## src/rtl/filter_demo.sv

```systemverilog
// filter_demo: 16-tap direct-form FIR with fixed symmetric low-pass coefficients.
// The pipeline is delay line, then per-tap products, then the summed output.
// It is exact throughout, so the output needs no rounding.

// Per-tap signed multiplier: full-precision product of one tap and its coefficient.
module filter_demo_tap #(
    parameter int DW = 16,
    parameter int CW = 16,
    parameter int PW = DW + CW
) (
    input  logic signed [CW-1:0] coef,
    input  logic signed [DW-1:0] sample,
    output logic signed [PW-1:0] prod
);
    // Both operands are signed, so they are sign-extended to PW before the multiply.
    always_comb begin
        prod = coef * sample;
    end
endmodule

module filter_demo #(
    parameter int TAPS = 16,
    parameter int DW   = 16,
    parameter int OW   = 65
) (
    input  logic                 clk,
    input  logic                 rst,
    input  logic signed [DW-1:0] a,
    output logic signed [OW-1:0] b
);
    localparam int CW = 16;
    localparam int PW = DW + CW;

    // Coefficient set; the filter is symmetric and the coefficients sum to 1550 (DC gain).
    localparam logic signed [CW-1:0] H [16] = '{
        16'sd3,   -16'sd8,   -16'sd20,  16'sd0,
        16'sd64,   16'sd160,  16'sd256, 16'sd320,
        16'sd320,  16'sd256,  16'sd160, 16'sd64,
        16'sd0,   -16'sd20,  -16'sd8,   16'sd3
    };

    logic [TAPS-1:0][DW-1:0] tap_q, tap_d;
    logic [TAPS-1:0][PW-1:0] prod_q, prod_d;
    logic signed [OW-1:0]    b_q, b_d;

    // Delay line: the newest sample enters tap 0 and older samples move up one tap.
    always_comb begin
        tap_d    = tap_q;
        tap_d[0] = a;
        for (int k = 1; k < TAPS; k++) begin
            tap_d[k] = tap_q[k-1];
        end
    end

    // One multiplier per tap, computing the next registered product.
    for (genvar k = 0; k < TAPS; k++) begin : g_tap
        logic signed [PW-1:0] p;
        filter_demo_tap #(.DW(DW), .CW(CW), .PW(PW)) u_tap (
            .coef   (H[k]),
            .sample ($signed(tap_q[k])),
            .prod   (p)
        );
        assign prod_d[k] = p;
    end

    // Sum all registered products, sign-extending each product to the full output width.
    always_comb begin
        b_d = '0;
        for (int k = 0; k < TAPS; k++) begin
            b_d = b_d + $signed({{(OW-PW){prod_q[k][PW-1]}}, prod_q[k]});
        end
    end

    // Pipeline registers; a synchronous reset clears the whole history.
    always_ff @(posedge clk) begin
        if (rst) begin
            tap_q  <= '0;
            prod_q <= '0;
            b_q    <= '0;
        end else begin
            tap_q  <= tap_d;
            prod_q <= prod_d;
            b_q    <= b_d;
        end
    end

    assign b = b_q;
endmodule

```

## config.mk

```make
export PLATFORM = sky130hd
export DESIGN_NAME = filter_demo
export DESIGN_NICKNAME = d
export VERILOG_FILES = /design/src/rtl/filter_demo.sv
export SDC_FILE = /design/constraint.sdc
export NUM_CORES = 1
export LEC_CHECK = 0
export ABC_AREA = 1
export CAP_MARGIN = 15
export CORE_MARGIN = 2
export CORE_UTILIZATION = 30
export DETAILED_ROUTE_END_ITERATION = 10
export SYNTH_ARGS = -nofsm -noshare
export SYNTH_HDL_FRONTEND = slang
export SYNTH_SLANG_ARGS = --single-unit
```

## constraint.sdc

```tcl
create_clock -name clk -period 12.56 [get_ports clk]
set_input_delay 1.884 -clock clk [delete_from_list [all_inputs] [get_ports clk]]
set_output_delay 1.884 -clock clk [all_outputs]
set_load 0.05 [all_outputs]
```

==> summary.md <==
| Metric | Value |
|---|---|
| Fin. max-slew vios | `0` |
| Hpwl dp | `63,850 um` |
| Cell taking the most area after synthesis | `dfxtp_1` |
| R2R Path Start | `prod_q[18]` |
| Post-layout worst setup margin | `6.890 ns` |
| Top cells by area, synth | `dfxtp_1, fa_1, ha_1` |
| FP Rows | `122` |
| Max clock buf depth | `3` |
| Most Crowded Layer GR | `met2` |
| CP Data Arrival Time | `6.17 ns` |
| Vias in the first global route | `25,100` |
| Layout cells sized above 1 | `0.03810` |
| Core ar. | `0.1107 mm2` |
| Crit start category | `register` |
| Tightest Pin Transition | `0.8628 ns` |
| WP data required | `roughly 13 ns` |
| Status | `complete, no violations` |
| Clock transition at path regs | `0.06 ns` |
| Max IR drop VDD | `between 100 and 150 uV` |
| Leakage power | `18.99 nW` |
| Worst slew margin | `0.4248` |
| Final setup viols | `0` |
| Post-synth EDFFs | `0` |
| Initial antenna violation count | `1` |
| Fin crit share | `0.4514` |
| Largest net degree at the start of global routing | `166` |
| Drt wl/cell | `13.81 um` |
| CTS tree | `done` |
| DR vias | `approximately 24,000` |
| Final min period | `5.670 ns` |
| Synth Area per Inst | `between 8 and 9 um2` |
| Net count after synthesis | `between 4,000 and 5,000` |
| DR vias/cell | `4.273` |
| Dominant synthesized flop cell | `dfxtp_1` |
| Nature of the critical path endpoint | `register` |
| Post-DP Area | `0.03582 mm2` |
| Initial Util | `0.3022` |
| Min-Delay Endpoint | `prod_q[371]` |
| Setup Skew | `roughly 0.035 ns` |
| Total grt overflow | `0` |
| Hold Path Class | `register to register` |
| Gr usage total | `0.1414` |
| Routed Antenna Nets | `0` |
| Nets@finish | `~4,800` |
| Yosys cell types | `44` |
| Critical path class | `register to register` |
| Post-CTS Hold Fix Bufs | `0` |
| Clock root cell | `clkbuf_16` |
| R2R setup slack | `6.89 ns` |
| Cts repair resizes | `0` |
| Met2 GRT Util | `0.2519` |
| CP max FO | `13` |
| WHS | `0.3813 ns` |
| Die height | `337.9 um` |
| Initial drt markers | `1,018` |
| Met3 GRT Util | `0.01768` |
| Maximum clock frequency | `176.4 MHz` |
| Worst skew pair latency | `0.65 ns` |
| Synth warn | `0` |
| Synthesized instance count | `a little over 4,000` |
| IO Pins | `between 80 and 90` |
| First-pass GRT wire length | `128,500 um` |
| Layout area overhead | `12.84%` |
| Cell area after layout | `0.03773 mm2` |
| Dpl ws | `6.832 ns` |
| Max cap viols | `0` |
| H-tree levels | `2` |
| Post-Synthesis Cell Area | `0.03344 mm2` |
| Reg-to-Reg End | `b[40]` |
| Worst reg-to-reg path cell count | `20` |
| Commonest cells post-synth | `inv_1, nor2_1, nand2_1` |
| Power density over the cells | `about 140 mW/mm2` |
| DRC violations left | `0` |
| PortBufs | `82` |
| Chip width | `~340 um` |
| Met1 usage | `0.1778` |
| Pre-Repair DR Iteration Count | `5` |
| Hold Path Cell Cnt | `2` |
| Pwr Total | `5.205 mW` |
| RSZ-0062 raised after global routing | `no` |
| Post-synth ARST share | `0` |
| Sequential share of the synthesized area | `0.3029` |
| CTS Buf Count | `55` |
| Count leader, synth | `inv_1` |
| Total die area | `~0.11 mm2` |
| Routed WL | `~80,000 um` |
| Setup TNS | `0 ns` |
| Synth top area share | `0.3029` |
| Hold_sp | `tap_d[205]` |
| Synth Register Bits | `506` |
| Final hold viol count | `0` |
| Clock sink count | `506` |
| Post-CTS setup buffers | `0` |
| Placer Congestion | `between 0.8 and 0.9` |
| Fill cells | `between 10,000 and 15,000` |
==> worst max-delay path by stage <==
| stage | startpoint | end | slack [ns] |
|---|---|---|---|
| final | prod_q[18] | b[40] | 6.89 |
| after global placement | prod_q[18] | b[38] | 6.88 |
| after floorplan | prod_q[18] | b[38] | 7.35 |
| after global routing | prod_q[18] | b[40] | 6.48 |
| after CTS | prod_q[18] | b[40] | 6.84 |
| after detailed placement | prod_q[18] | b[40] | 6.83 |
==> cell families (layout without fill, tap and decap cells) <==
group           Yosys count  count (layout)  synth area share
compound gates          460             460           0.07498
xor+xnor                 16              16          0.004191
fa+ha+maj               671             671            0.3283
buf+inv                1136            1251            0.1299
flops                   506             506            0.3029
other cells               0               1                 0
simple gates           1296            1296            0.1597
==> cell usage in the layout (no fill, tap or decap), types with 14 or more instances in the layout <==
master	n
clkdlybuf4s50_1	81
fa_1	344
clkinv_2	14
nand3_1	122
clkbuf_8	14
o21ai_0	125
clkbuf_16	56
a21oi_1	246
dfxtp_1	506
nand2_1	546
inv_1	1049
o21bai_1	23
nor2_1	555
ha_1	327
==> where the power goes <==
group | internal, mW | switching, mW
clock | 0.966 | 0.716
sequential | 1.70 | 0.0420
combinational | 0.592 | 1.19
total | 3.25 | 1.95
==> worst max-delay path: stages, from the launching register on <==
cell     delay (ns)
dfxtp_1        0.33
inv_1          0.62
fa_1           0.52
inv_1          0.08
fa_1           0.44
fa_1           0.53
fa_1           0.52
fa_1           0.54
inv_1          0.05
fa_1           0.50
inv_1          0.04
ha_1           0.35
nand2_1        0.12
nor2_1         0.24
nand2_1        0.10
inv_1          0.09
nand2_1        0.06
nand2_1        0.14
nand2_1        0.08
nand2_2        0.11
a21oi_1        0.07
==> layer usage <==
| metal | wire length [um] | vias to the layer above |
|---|---|---|
| met5 | 0 | - |
| met4 | 2247 | 0 |
| met3 | 2651 | 120 |
| met2 | 37730 | 400 |
| met1 | 35910 | 11390 |
| li1 | - | 12400 |
==> metrics by stage <==
step / instances / util
global route: 5688 / 0.3409
CTS: 5687 / 0.3407
detailed placement: 5585 / 0.3236
finish: 5689 / 0.3410
floorplan: 4085 / -
global placement: 5585 / 0.3236
==> area by class of cell <==
class / instances / area, um2 / area share
sequential: 506 / 10130 / 0.2685
multi-input combinational: 2443 / 18960 / 0.5026
clock inverter: 27 / 274.0 / 0.007262
antenna: 1 / 2.502 / 0.00006632
clock buffer: 75 / 1613 / 0.04274
inverter: 1061 / 3985 / 0.1056
timing repair buffer: 88 / 903.4 / 0.02394
tap: 1488 / 1862 / 0.04934
==> state kept, by name (all words and copies together), names as in the netlist <==
register,cells
tap_d,176
prod_q,267
tap_q,16
b,47
No activity file was read; power rests on OpenSTA's default activity.
